File: config.mk
export PLATFORM = sky130hd
export DESIGN_NAME = flash_write_ctrl
export DESIGN_NICKNAME = d
export VERILOG_FILES = /design/src/rtl/fwc_pkg.sv /design/src/rtl/flex_counter.sv /design/src/rtl/flash_write_ctrl.sv
export SDC_FILE = /design/constraint.sdc
export NUM_CORES = 1
export LEC_CHECK = 0
export ABC_AREA = 1
export CAP_MARGIN = 20
export CORE_ASPECT_RATIO = 1.2
export CORE_MARGIN = 2
export CORE_UTILIZATION = 40
export CTS_CLUSTER_DIAMETER = 50
export DETAILED_ROUTE_END_ITERATION = 12
export DONT_BUFFER_PORTS = 1
export PLACE_DENSITY = 0.62
export REMOVE_ABC_BUFFERS = 1
export SLEW_MARGIN = 20
export SYNTH_ARGS = -nofsm -noshare
export SYNTH_HDL_FRONTEND = slang
export SYNTH_SLANG_ARGS = --single-unit
File: constraint.sdc
create_clock -name clk -period 2.15 [get_ports clk]
set_input_delay 0.43 -clock clk [delete_from_list [all_inputs] [get_ports clk]]
set_output_delay 0.43 -clock clk [all_outputs]
set_load 0.01 [all_outputs]
File: src/rtl/fwc_pkg.sv
// Shared definitions for the flash write controller: state encoding,
// default bus timing and the phase-timer width.
package fwc_pkg;

  localparam int DEF_SETUP_CYC = 2;
  localparam int DEF_PULSE_CYC = 5;
  localparam int DEF_HOLD_CYC  = 2;

  localparam int CNT_W = 4;

  typedef logic [2:0] fwc_state_t;

  localparam logic [2:0] ST_IDLE  = 3'd0;
  localparam logic [2:0] ST_SETUP = 3'd1;
  localparam logic [2:0] ST_PULSE = 3'd2;
  localparam logic [2:0] ST_HOLD  = 3'd3;
  localparam logic [2:0] ST_DONE  = 3'd4;

  // The three states in which the flash bus is actively driven.
  function automatic logic is_timed(input logic [2:0] s);
    return (s == ST_SETUP) || (s == ST_PULSE) || (s == ST_HOLD);
  endfunction

endpackage

File: src/rtl/flex_counter.sv
// Generic up-counter with synchronous clear and count enable; clear wins.
import fwc_pkg::*;

module flex_counter #(
  parameter int NUM_CNT_BITS = CNT_W
) (
  input  logic                    clk,
  input  logic                    rst,
  input  logic                    clear,
  input  logic                    count_enable,
  output logic [NUM_CNT_BITS-1:0] count_out
);

  localparam logic [NUM_CNT_BITS-1:0] CNT_ONE = {{(NUM_CNT_BITS-1){1'b0}}, 1'b1};

  always_ff @(posedge clk or posedge rst) begin
    if (rst) begin
      count_out <= '0;
    end else if (clear) begin
      count_out <= '0;
    end else if (count_enable) begin
      count_out <= count_out + CNT_ONE;
    end
  end

endmodule

File: src/rtl/flash_write_ctrl.sv
// Flash write sequencer: SETUP / WE-PULSE / HOLD timing on a parallel NOR-style
// bus, with a one-entry pending slot so back-to-back writes have no idle gap.
module flash_write_ctrl import fwc_pkg::*; #(
  parameter int SETUP_CYC = DEF_SETUP_CYC,
  parameter int PULSE_CYC = DEF_PULSE_CYC,
  parameter int HOLD_CYC  = DEF_HOLD_CYC
) (
  input  logic        clk,
  input  logic        rst,
  input  logic        wr_req,
  input  logic [15:0] wr_addr,
  input  logic [15:0] wr_data,
  output logic        wr_ready,
  output logic        busy,
  output logic        done,
  output logic [15:0] flash_addr,
  output logic [15:0] flash_dq,
  output logic        dq_oe,
  output logic        ce,
  output logic        oe,
  output logic        we
);

  // Each phase length must fit the 4-bit timer (1..15).
  localparam logic [CNT_W-1:0] SETUP_LEN = CNT_W'(SETUP_CYC);
  localparam logic [CNT_W-1:0] PULSE_LEN = CNT_W'(PULSE_CYC);
  localparam logic [CNT_W-1:0] HOLD_LEN  = CNT_W'(HOLD_CYC);
  localparam logic [CNT_W-1:0] CNT_ONE   = {{(CNT_W-1){1'b0}}, 1'b1};

  fwc_state_t       state_reg, state_next;
  logic             pending_valid_reg;
  logic [15:0]      pending_addr_reg, pending_data_reg;
  logic [15:0]      active_addr_reg, active_data_reg;
  logic             accept, load_request, load_pending, store_pending;
  logic             phase_en, phase_clear, phase_done;
  logic [CNT_W-1:0] phase_count, phase_len;

  assign wr_ready = ~pending_valid_reg;
  assign accept   = wr_req & wr_ready;

  always_comb begin
    phase_len = SETUP_LEN;
    case (state_reg)
      ST_PULSE: phase_len = PULSE_LEN;
      ST_HOLD:  phase_len = HOLD_LEN;
      default:  phase_len = SETUP_LEN;
    endcase
  end

  // The count holds cycles already spent in the phase; the phase ends on the
  // edge where the incremented count reaches the phase length.
  assign phase_en    = is_timed(state_reg);
  assign phase_clear = (state_next != state_reg);
  assign phase_done  = phase_en && ((phase_count + CNT_ONE) == phase_len);

  flex_counter #(.NUM_CNT_BITS(CNT_W)) u_phase_timer (
    .clk          (clk),
    .rst          (rst),
    .clear        (phase_clear),
    .count_enable (phase_en),
    .count_out    (phase_count)
  );

  always_comb begin
    state_next   = state_reg;
    load_request = 1'b0;
    load_pending = 1'b0;
    case (state_reg)
      ST_IDLE: begin
        if (accept) begin
          load_request = 1'b1;
          state_next   = ST_SETUP;
        end
      end
      ST_SETUP: if (phase_done) state_next = ST_PULSE;
      ST_PULSE: if (phase_done) state_next = ST_HOLD;
      ST_HOLD:  if (phase_done) state_next = ST_DONE;
      ST_DONE: begin
        // A queued write outranks one offered in this very cycle.
        if (pending_valid_reg) begin
          load_pending = 1'b1;
          state_next   = ST_SETUP;
        end else if (accept) begin
          load_request = 1'b1;
          state_next   = ST_SETUP;
        end else begin
          state_next = ST_IDLE;
        end
      end
      default: state_next = ST_IDLE;
    endcase
  end

  assign store_pending = accept && is_timed(state_reg);

  always_ff @(posedge clk or posedge rst) begin
    if (rst) begin
      state_reg         <= ST_IDLE;
      pending_valid_reg <= 1'b0;
      pending_addr_reg  <= '0;
      pending_data_reg  <= '0;
      active_addr_reg   <= '0;
      active_data_reg   <= '0;
    end else begin
      state_reg <= state_next;
      if (load_pending) begin
        active_addr_reg <= pending_addr_reg;
        active_data_reg <= pending_data_reg;
      end else if (load_request) begin
        active_addr_reg <= wr_addr;
        active_data_reg <= wr_data;
      end
      if (store_pending) begin
        pending_valid_reg <= 1'b1;
        pending_addr_reg  <= wr_addr;
        pending_data_reg  <= wr_data;
      end else if (load_pending) begin
        pending_valid_reg <= 1'b0;
      end
    end
  end

  // Strobes decode straight from the state register so reset releases them at once.
  assign ce         = ~is_timed(state_reg);
  assign we         = (state_reg != ST_PULSE);
  assign oe         = 1'b1;
  assign dq_oe      = is_timed(state_reg);
  assign done       = (state_reg == ST_DONE);
  assign busy       = (state_reg != ST_IDLE) || pending_valid_reg;
  assign flash_addr = active_addr_reg;
  assign flash_dq   = active_data_reg;

endmodule

==> results of run 1 <==
==> critical path, stage by stage (launching register included) <==
cell     delay, ns
dfrtp_1       0.45
nor2_4        0.26
inv_2         0.07
nor2_4        0.14
nand2_2       0.10
inv_4         0.33
a21oi_1       0.08
o21ai_0       0.09
o21a_1        0.14
==> layer usage <==
| metal | vias to the layer above | track usage (%) | routed length (µm) |
|---|---|---|---|
| li1 | 1144 | - | - |
| met1 | 1097 | 21.09 | 3014 |
| met2 | 61 | 25.90 | 3094 |
| met3 | 8 | 6.112 | 444 |
| met4 | 0 | 5.861 | 96 |
| met5 | - | 0 | 0 |
==> cell families after synthesis <==
group | Yosys count | synth area share, %
compound gates | 103 | 18.71
xor+xnor | 1 | 0.2752
fa+ha+maj | 1 | 0.3930
buf+inv | 65 | 9.355
flops | 72 | 56.60
other cells | 1 | 0.1178
simple gates | 105 | 14.54
==> per-stage QoR <==
stage          power (W)  utilization (%)
5_1_grt         0.005494            44.76
3_5_place_dp    0.004039            42.05
3_3_place_gp    0.003952            42.05
2_1_floorplan   0.003650                -
4_1_cts         0.005129            44.76
6_report        0.005063            44.76
==> synthesized netlist by cell type (3+ instances only) <==
cell type and instances:
inv_1 42, dfrtp_1 72, a22oi_1 5, nand2_1 56
o21ai_1 17, o21a_1 15, buf_6 4, nor2_4 3
clkbuf_1 5, buf_4 3, a21oi_1 25, nor2_1 15
o21ai_0 29, nand3_1 25, buf_2 8, o211ai_1 12
==> where the power goes <==
part | total (W) | internal, W | switching [W]
Sequential | 0.00257 | 0.00200 | 0.000567
Combinational | 0.00142 | 0.000617 | 0.000803
Clock | 0.00108 | 0.000597 | 0.000479
Total | 0.00506 | 0.00322 | 0.00185
==> worst paths after layout <==
path | endpoint | slack (ns)
max in group asynchronous | flash_dq[8]$_DFFE_PP0P_ | 0.97
max | flash_dq[8]$_DFFE_PP0P_ | 0.41
min reg2reg | pending_addr_reg[0]$_DFFE_PP0P_ | 0.49
min | pending_data_reg[12]$_DFFE_PP0P_ | 0.23
min in group asynchronous | pending_data_reg[1]$_DFFE_PP0P_ | 0.57
max reg2reg | flash_dq[8]$_DFFE_PP0P_ | 0.41
==> cell type report <==
class / instances / area [µm²]
tap: 92 / 115.1
sequential: 72 / 1802
multi-input combinational: 211 / 1086
timing repair buffer: 8 / 75.07
inverter: 45 / 172.7
fill: 764 / 4258
clock buffer: 13 / 158.9
clock inverter: 3 / 40.04
==> what timing repair did <==
action	CTS	global route
hold endpoints to repair	12	0
endpoints found under the setup margin	0	0
hold buffers	1	0
==> results.md, run 1 <==
* Worst EP arrival at 2.02 ns
* Number of CTS-inserted buffers at 9
* Post-Layout Cell Count at 444
* Worst R2R Path Depth at 8
* CP max FO at 37
* Minimum clock period at 1.742 ns
* Synth area leaders: dfrtp_1 (57%), nand2_1 (6.6%), inv_1 (5.0%)
* Clk_lat worst skew at 0.34 ns
* Tcrit/Tclk final at 81.03%
* Dpl cell area at 3241 µm²
* Share of layout cells above drive strength 1 at 9.091%
* Placed Cells at 427
* EDFF count, synth at 0
* Worst slew pin tran at 0.5267 ns
* Cts repair resizes at 0
* Pre-CTS setup slack at 0.4307 ns
* Outcome: completed
* Max Cap Viol at 0
* Ports at 74
* Dominant synthesized flop cell: dfrtp_1
* Vias in the first global route at 2248
* Cell taking the most area after synthesis: dfrtp_1
* Initial antenna violation count at 0
* Fin. max-slew vios at 0
* Setup CP Type: register to register
* Hold Crit Class: input pin to register
* Synth Instances at 348
* Sum of negative setup slack at 0 ns
* RD Place Congestion at 0.7790
* Min Hold Slack at 0.2291 ns
* Gr ovfl total at 0
* Pleak at 1.678 nW
* Area growth, synth to finish at 8.373%
* Die area at 8690 µm²
* Fraction of registers with async set/reset at 100.0%
* Nets at 383
* DR vias at 2310
* Leading cell types in the layout, fill and taps excluded: dfrtp_1 (72), nand2_1 (55), inv_1 (41)
* Clk_skew at 0.006910 ns
* Final setup vio count at 0
* VDD IR max at 0.5875 mV
* RSZ-0062 raised after global routing: false
* Yosys cell types at 25
* Rel. slew slack at 64.85%
* Tot GR Track Use at 16.51%
* Number of diodes at 0
* Core ar. at 7707 µm²
* Clk buf depth at 2
* HPWL after detailed placement at 4427 µm
* Initial Utilization at 41.30%
* Critical R2R Launch: state_reg[1]$_DFF_PP0_
* Syn_area_per_cell at 9.147 µm²
* Synth Warn # at 0
* Die Span Y at 101.7 µm
* Post-CTS setup buffers at 0
* CTS H-tree lvls at 3
* Hold Violations, Final at 0
* Wire length per cell at 14.98 µm
* CTS tree: done
* Clk slew on worst S/H paths at 0.08 ns
* DRC violations left at 0
* # clock sinks at 72
* Netlist Area Pre-Place at 3183 µm²
* Root buffer cell: clkbuf_8
* Global-route wire length before repair at 11110 µm
* Crit path launch: state_reg[1]$_DFF_PP0_
* Hold depth at 2
* Most common cell after layout, fill and taps aside: dfrtp_1
* Sequential-to-total area share from yosys stat at 56.60%
* Die width at 85.44 µm
* Design Area, Final at 3450 µm²
* Final WS setup at 0.4079 ns
* Startpoint types: register
* Post-DR vias/cell at 5.203
* DRT antenna net count at 0
* Synth Register Bits at 72
* Synth top area share at 56.60%
* Fmax at 574.0 MHz
* DRT Pass-1 Iters at 4
* # port buffers at 0
* Detailed Route WL at 6649 µm
* CP required at 2.43 ns
* Hold Startpoint: wr_data[12]
* Crit. End Element: register
* Rows at 35
* Pwr dens at 1468 nW/µm²
* Pin count of the biggest net entering global routing at 47
* Drt first-iter violations at 135
(Power assumes the default switching activity.)
==> run 2: changes to the inputs <==
Settings changed: PLACE_DENSITY 0.62 to 0.6.
Clock period 2.15 ns to 1.8 ns, I/O delays scaled along.
==> results.md, run 2 (synthesis results as in run 1) <==
* Clk slew on worst S/H paths at 0.07 ns
* Drt first-iter violations at 124
* DRC violations left at 0
* Reg power frac at 51.6%
* VDD IR max at 0.7797 mV
* Final Util at 45.08%
* Tcrit/Tclk final at 95.85%
* CP max FO at 9
* Number of diodes at 0
* Die Span Y at 101.7 µm
* Core ar. at 7707 µm²
* Clk_skew at 0.008612 ns
* DR vias at 2311
* Die width at 85.44 µm
* Sum of negative setup slack at 0 ns
* Worst R2R Path Depth at 9
* Global-route wire length before repair at 11200 µm
* Outcome: completed
* Rows at 35
* Leading cell types in the layout, fill and taps excluded: dfrtp_1 (71), nand2_1 (55), inv_1 (40)
* Worst EP arrival at 1.37 ns
* WP buf/inv at 3
* Slowest cell on the critical path: dfrtp_2
* Die area at 8690 µm²
* Ports at 74
* Detailed Route WL at 6590 µm
* Pwr dens at 1706 nW/µm²
* CP Cell Sequence: nor2_4, buf_6, nor2_4, buf_4, inv_2
* Hold Crit Class: input pin to register
* CP required at 1.44 ns
* RD Place Congestion at 0.6965
* CTS H-tree lvls at 3
* Critical R2R Launch: u_phase_timer.count_out[0]$_DFFE_PP0P_
* Initial antenna violation count at 0
* Hold depth at 2
* Clock Power Share at 17.9%
* Hold Violations, Final at 0
* DRT antenna net count at 0
* Design Area, Final at 3475 µm²
* WHS Endpoint: pending_data_reg[6]$_DFFE_PP0P_
* Root buffer cell: clkbuf_8
* Vias in the first global route at 2397
* Delay-heaviest family, CP: flip-flops
* Number of CTS-inserted buffers at 9
* Tot GR Track Use at 16.53%
* Wire length per cell at 14.74 µm
* CTS tree: done
* Hold Startpoint: wr_data[6]
* Post-DR vias/cell at 5.170
* Gr ovfl total at 0
* R2R Setup Slk at 0.19 ns
* Startpoint types: register
* Net Sw Frac at 36.86%
* Dpl cell area at 3288 µm²
* Area growth, synth to finish at 9.159%
* Setup CP Type: register to output pin
* Clk_lat worst skew at 0.33 ns
* Minimum clock period at 1.725 ns
* Combinational power share at 30.5%
* Crit-path most repeated cell: nor2_4
* Net switching power at 0.002185 W
* Most common cell after layout, fill and taps aside: dfrtp_1
* DRT Pass-1 Iters at 4
* Fmax at 579.6 MHz
* Pin count of the biggest net entering global routing at 73
* Max incr delay on CP at 0.45 ns
* HPWL after detailed placement at 4338 µm
* Fillcell total at 767
* R2r endpoint: u_phase_timer.count_out[1]$_DFFE_PP0P_
* Initial Utilization at 41.30%
* Share of layout cells above drive strength 1 at 10.42%
* Fin. max-slew vios at 0
* Crit. End Element: output pin
* Clk buf depth at 2
* Pleak at 1.690 nW
* Final setup vio count at 0
* # port buffers at 0
* # clock sinks at 72
* Pint at 0.003743 W
* Max Cap Viol at 0
* Nets at 388
==> run 2: power groups by stage <==
| stage | combinational, W | clock, W | sequential [W] |
|---|---|---|---|
| floorplan | 0.00141 | 0 | 0.00295 |
| global placement | 0.00171 | 0 | 0.00308 |
| detailed placement | 0.00177 | 0 | 0.00310 |
| CTS | 0.00179 | 0.00111 | 0.00307 |
| global route | 0.00214 | 0.00118 | 0.00316 |
| finish | 0.00181 | 0.00106 | 0.00306 |
==> run 2: what timing repair did <==
action                     4_1_cts  5_1_grt
resized for setup                2        2
setup endpoints to repair        1        5
pin swaps                        0        1
hold endpoints to repair        72        0
hold buffers                     1        0
setup buffers                    0        2
==> run 2: how the worst max path moves through the flow <==
stage,from,endpoint,depth (start not counted)
2_1_floorplan,rst,flash_addr[0]$_DFFE_PP0P_,1
5_1_grt,state_reg[1]$_DFF_PP0_,ce,5
3_3_place_gp,u_phase_timer.count_out[0]$_DFFE_PP0P_,u_phase_timer.count_out[0]$_DFFE_PP0P_,9
3_5_place_dp,u_phase_timer.count_out[0]$_DFFE_PP0P_,u_phase_timer.count_out[1]$_DFFE_PP0P_,9
4_1_cts,state_reg[1]$_DFF_PP0_,ce,5
6_report,state_reg[1]$_DFF_PP0_,ce,5
==> run 2: cell type report <==
class	instances	area [µm²]	share of cell area (%)
clock buffers	13	148.9	4.285
clock inverters	1	5.005	0.1440
inverters	45	172.7	4.969
multi-input cells	211	1089	31.33
flip-flops and latches	72	1803	51.89
well taps	92	115.1	3.313
repair buffers	13	141.4	4.069
==> run 2: per-layer routing <==
layer,share of wire [%],global-route usage [%],up-vias
met3,5.6,6.031,4
met2,48,27.82,58
met1,45,19.32,1095
li1,-,-,1154
met5,0,0,-
met4,0.80,6.349,0
==> run 2: metrics by stage <==
| stage | power (W) | cells | hold slack [ns] | setup WS, ns |
|---|---|---|---|---|
| 2_1_floorplan | 0.004360 | 328 | 0.4534 | -0.3849 |
| 3_3_place_gp | 0.004787 | 430 | 0.3495 | 0.1507 |
| 3_5_place_dp | 0.004868 | 430 | 0.3521 | 0.1464 |
| 4_1_cts | 0.005973 | 445 | 0.1508 | 0.01242 |
| 5_1_grt | 0.006482 | 447 | 0.1587 | -0.002784 |
| 6_report | 0.005928 | 447 | 0.1749 | 0.07468 |
==> run 3: changes to the inputs <==
Settings changed: GPL_TIMING_DRIVEN set to 0.
==> results.md, run 3 (synthesis results as in run 1) <==
* Max Cap Viol at 0
* Tcrit/Tclk final at 95.24%
* CTS tree: done
* Area growth, synth to finish at 14.23%
* CP required at 1.44 ns
* Share of layout cells above drive strength 1 at 12.22%
* DRC violations left at 0
* FF/Latch Area at 1804 µm²
* DRT Pass-1 Iters at 4
* Pwr dens at 1742 nW/µm²
* Final setup vio count at 0
* Clock Power Share at 22.2%
* Die width at 85.44 µm
* Slowest cell on the critical path: dfrtp_2
* Crit-path most repeated cell: nor2_4
* Rows at 35
* Clk_lat worst skew at 0.33 ns
* Tot GR Track Use at 16.31%
* Number of CTS-inserted buffers at 9
* Fin. max-slew vios at 0
* Startpoint types: register
* Ports at 74
* CP max FO at 6
* Final Util at 47.18%
* VDD IR max at 1.008 mV
* Pleak at 1.750 nW
* # clock sinks at 72
* Initial antenna violation count at 0
* Wire length per cell at 15.36 µm
* Max incr delay on CP at 0.46 ns
* # port buffers at 0
* DR vias at 2338
* CP Cell Sequence: nor2_4, inv_2, nor2_4
* Crit. End Element: output pin
* Core ar. at 7707 µm²
* Fillcell total at 771
* Net switching power at 0.002294 W
* Most common cell after layout, fill and taps aside: dfrtp_1
* Outcome: completed
* Nets at 391
* Initial Utilization at 41.30%
* DRT antenna net count at 0
* Leading cell types in the layout, fill and taps excluded: dfrtp_1 (70), nand2_1 (54), inv_1 (41)
* Hold Crit Class: input pin to register
* Hold Violations, Final at 0
* Net Sw Frac at 36.23%
* Die area at 8690 µm²
* Minimum clock period at 1.714 ns
* Global-route wire length before repair at 11050 µm
* Post-DR vias/cell at 5.173
* Worst EP arrival at 1.35 ns
* Number of diodes at 0
* Detailed Route WL at 6944 µm
* Combinational power share at 29.3%
* Multi-input logic area at 1154 µm²
* Drt first-iter violations at 103
* Pint at 0.004039 W
* RD Place Congestion at 0.7965
* Clk buf depth at 2
* Reg power frac at 48.5%
* Clk slew on worst S/H paths at 0.08 ns
* Die Span Y at 101.7 µm
* Root buffer cell: clkbuf_8
* HPWL after detailed placement at 4097 µm
* Gr ovfl total at 0
* RSZ-0062 raised after global routing: true
* Fmax at 583.3 MHz
* Clk_skew at 0.006206 ns
* Setup CP Type: register to output pin
* Min Hold Slack at 0.1695 ns
* Pin count of the biggest net entering global routing at 66
* CTS H-tree lvls at 3
* Vias in the first global route at 2248
[run 3: cell count changes in the layout (fill, tap and decap cells not counted), sizes merged]
cell	change
bufinv	+2
nand2	+1
buf	+1
inv	+1
[run 3: worst paths after layout]
path / from / to / slack (ns) / depth (start not counted)
max in group asynchronous: rst / flash_addr[1]$_DFFE_PP0P_ / 0.74 / 3
worst min register to register: pending_addr_reg[3]$_DFFE_PP0P_ / pending_addr_reg[3]$_DFFE_PP0P_ / 0.49 / 2
min in group asynchronous: rst / pending_data_reg[2]$_DFFE_PP0P_ / 0.49 / 2
worst max-delay path: state_reg[1]$_DFF_PP0_ / done / 0.09 / 3
worst min-delay path: wr_data[11] / pending_data_reg[11]$_DFFE_PP0P_ / 0.17 / 2
worst max register to register: state_reg[1]$_DFF_PP0_ / flash_dq[5]$_DFFE_PP0P_ / 0.12 / 6
[run 3: power by group through the flow]
stage               Sequential [W]  Combinational (W)  Clock [W]
floorplan                  0.00295            0.00141          0
global placement           0.00306            0.00162          0
detailed placement         0.00309            0.00170          0
CTS                        0.00307            0.00178    0.00144
global route               0.00317            0.00218    0.00151
finish                     0.00307            0.00186    0.00140
[run 3: area by class of cell]
type	count	share of cell area (%)
tap	92	3.166
timing repair buffer	14	3.854
clock inverter	3	1.789
multi-input combinational	212	31.73
clock buffer	13	4.095
sequential	72	49.62
timing repair inverter	1	0.3097
inverter	45	5.437
[run 3: timing repair]
item | in CTS | in global routing
pin swaps | 1 | 5
setup buffers | 3 | 8
resized for setup | 8 | 9
endpoints found under the hold margin | 30 | 0
setup endpoints to repair | 69 | 51
gates cloned | 0 | 2
hold buffers | 1 | 0
[run 3: metal layers]
metal | global-route usage (%) | routed length [µm]
met5 | 0 | 0
met4 | 5.739 | 93
met3 | 5.297 | 313
met2 | 25.60 | 3331
met1 | 21.33 | 3205
[run 3: metrics by stage]
| stage | TNS, ns | instance area [µm²] | cells | total power [W] | worst slack [ns] |
|---|---|---|---|---|---|
| detailed placement | -24.44 | 3224 | 422 | 0.004797 | -0.5186 |
| global placement | -130.55 | 3172 | 420 | 0.004688 | -1.265 |
| finish | 0 | 3636 | 452 | 0.006334 | 0.08573 |
| CTS | 0 | 3510 | 442 | 0.006290 | 0.05287 |
| global route | -0.02109 | 3636 | 452 | 0.006865 | -0.01039 |
| floorplan | -33.66 | 3057 | 328 | 0.004360 | -0.3849 |
[run 3: critical path: cells and delay by family, from the launching register on]
kind                   cells  cell delay (ns)
AND/OR/NAND/NOR            2             0.49
buffers and inverters      1             0.07
flip-flops                 1             0.46
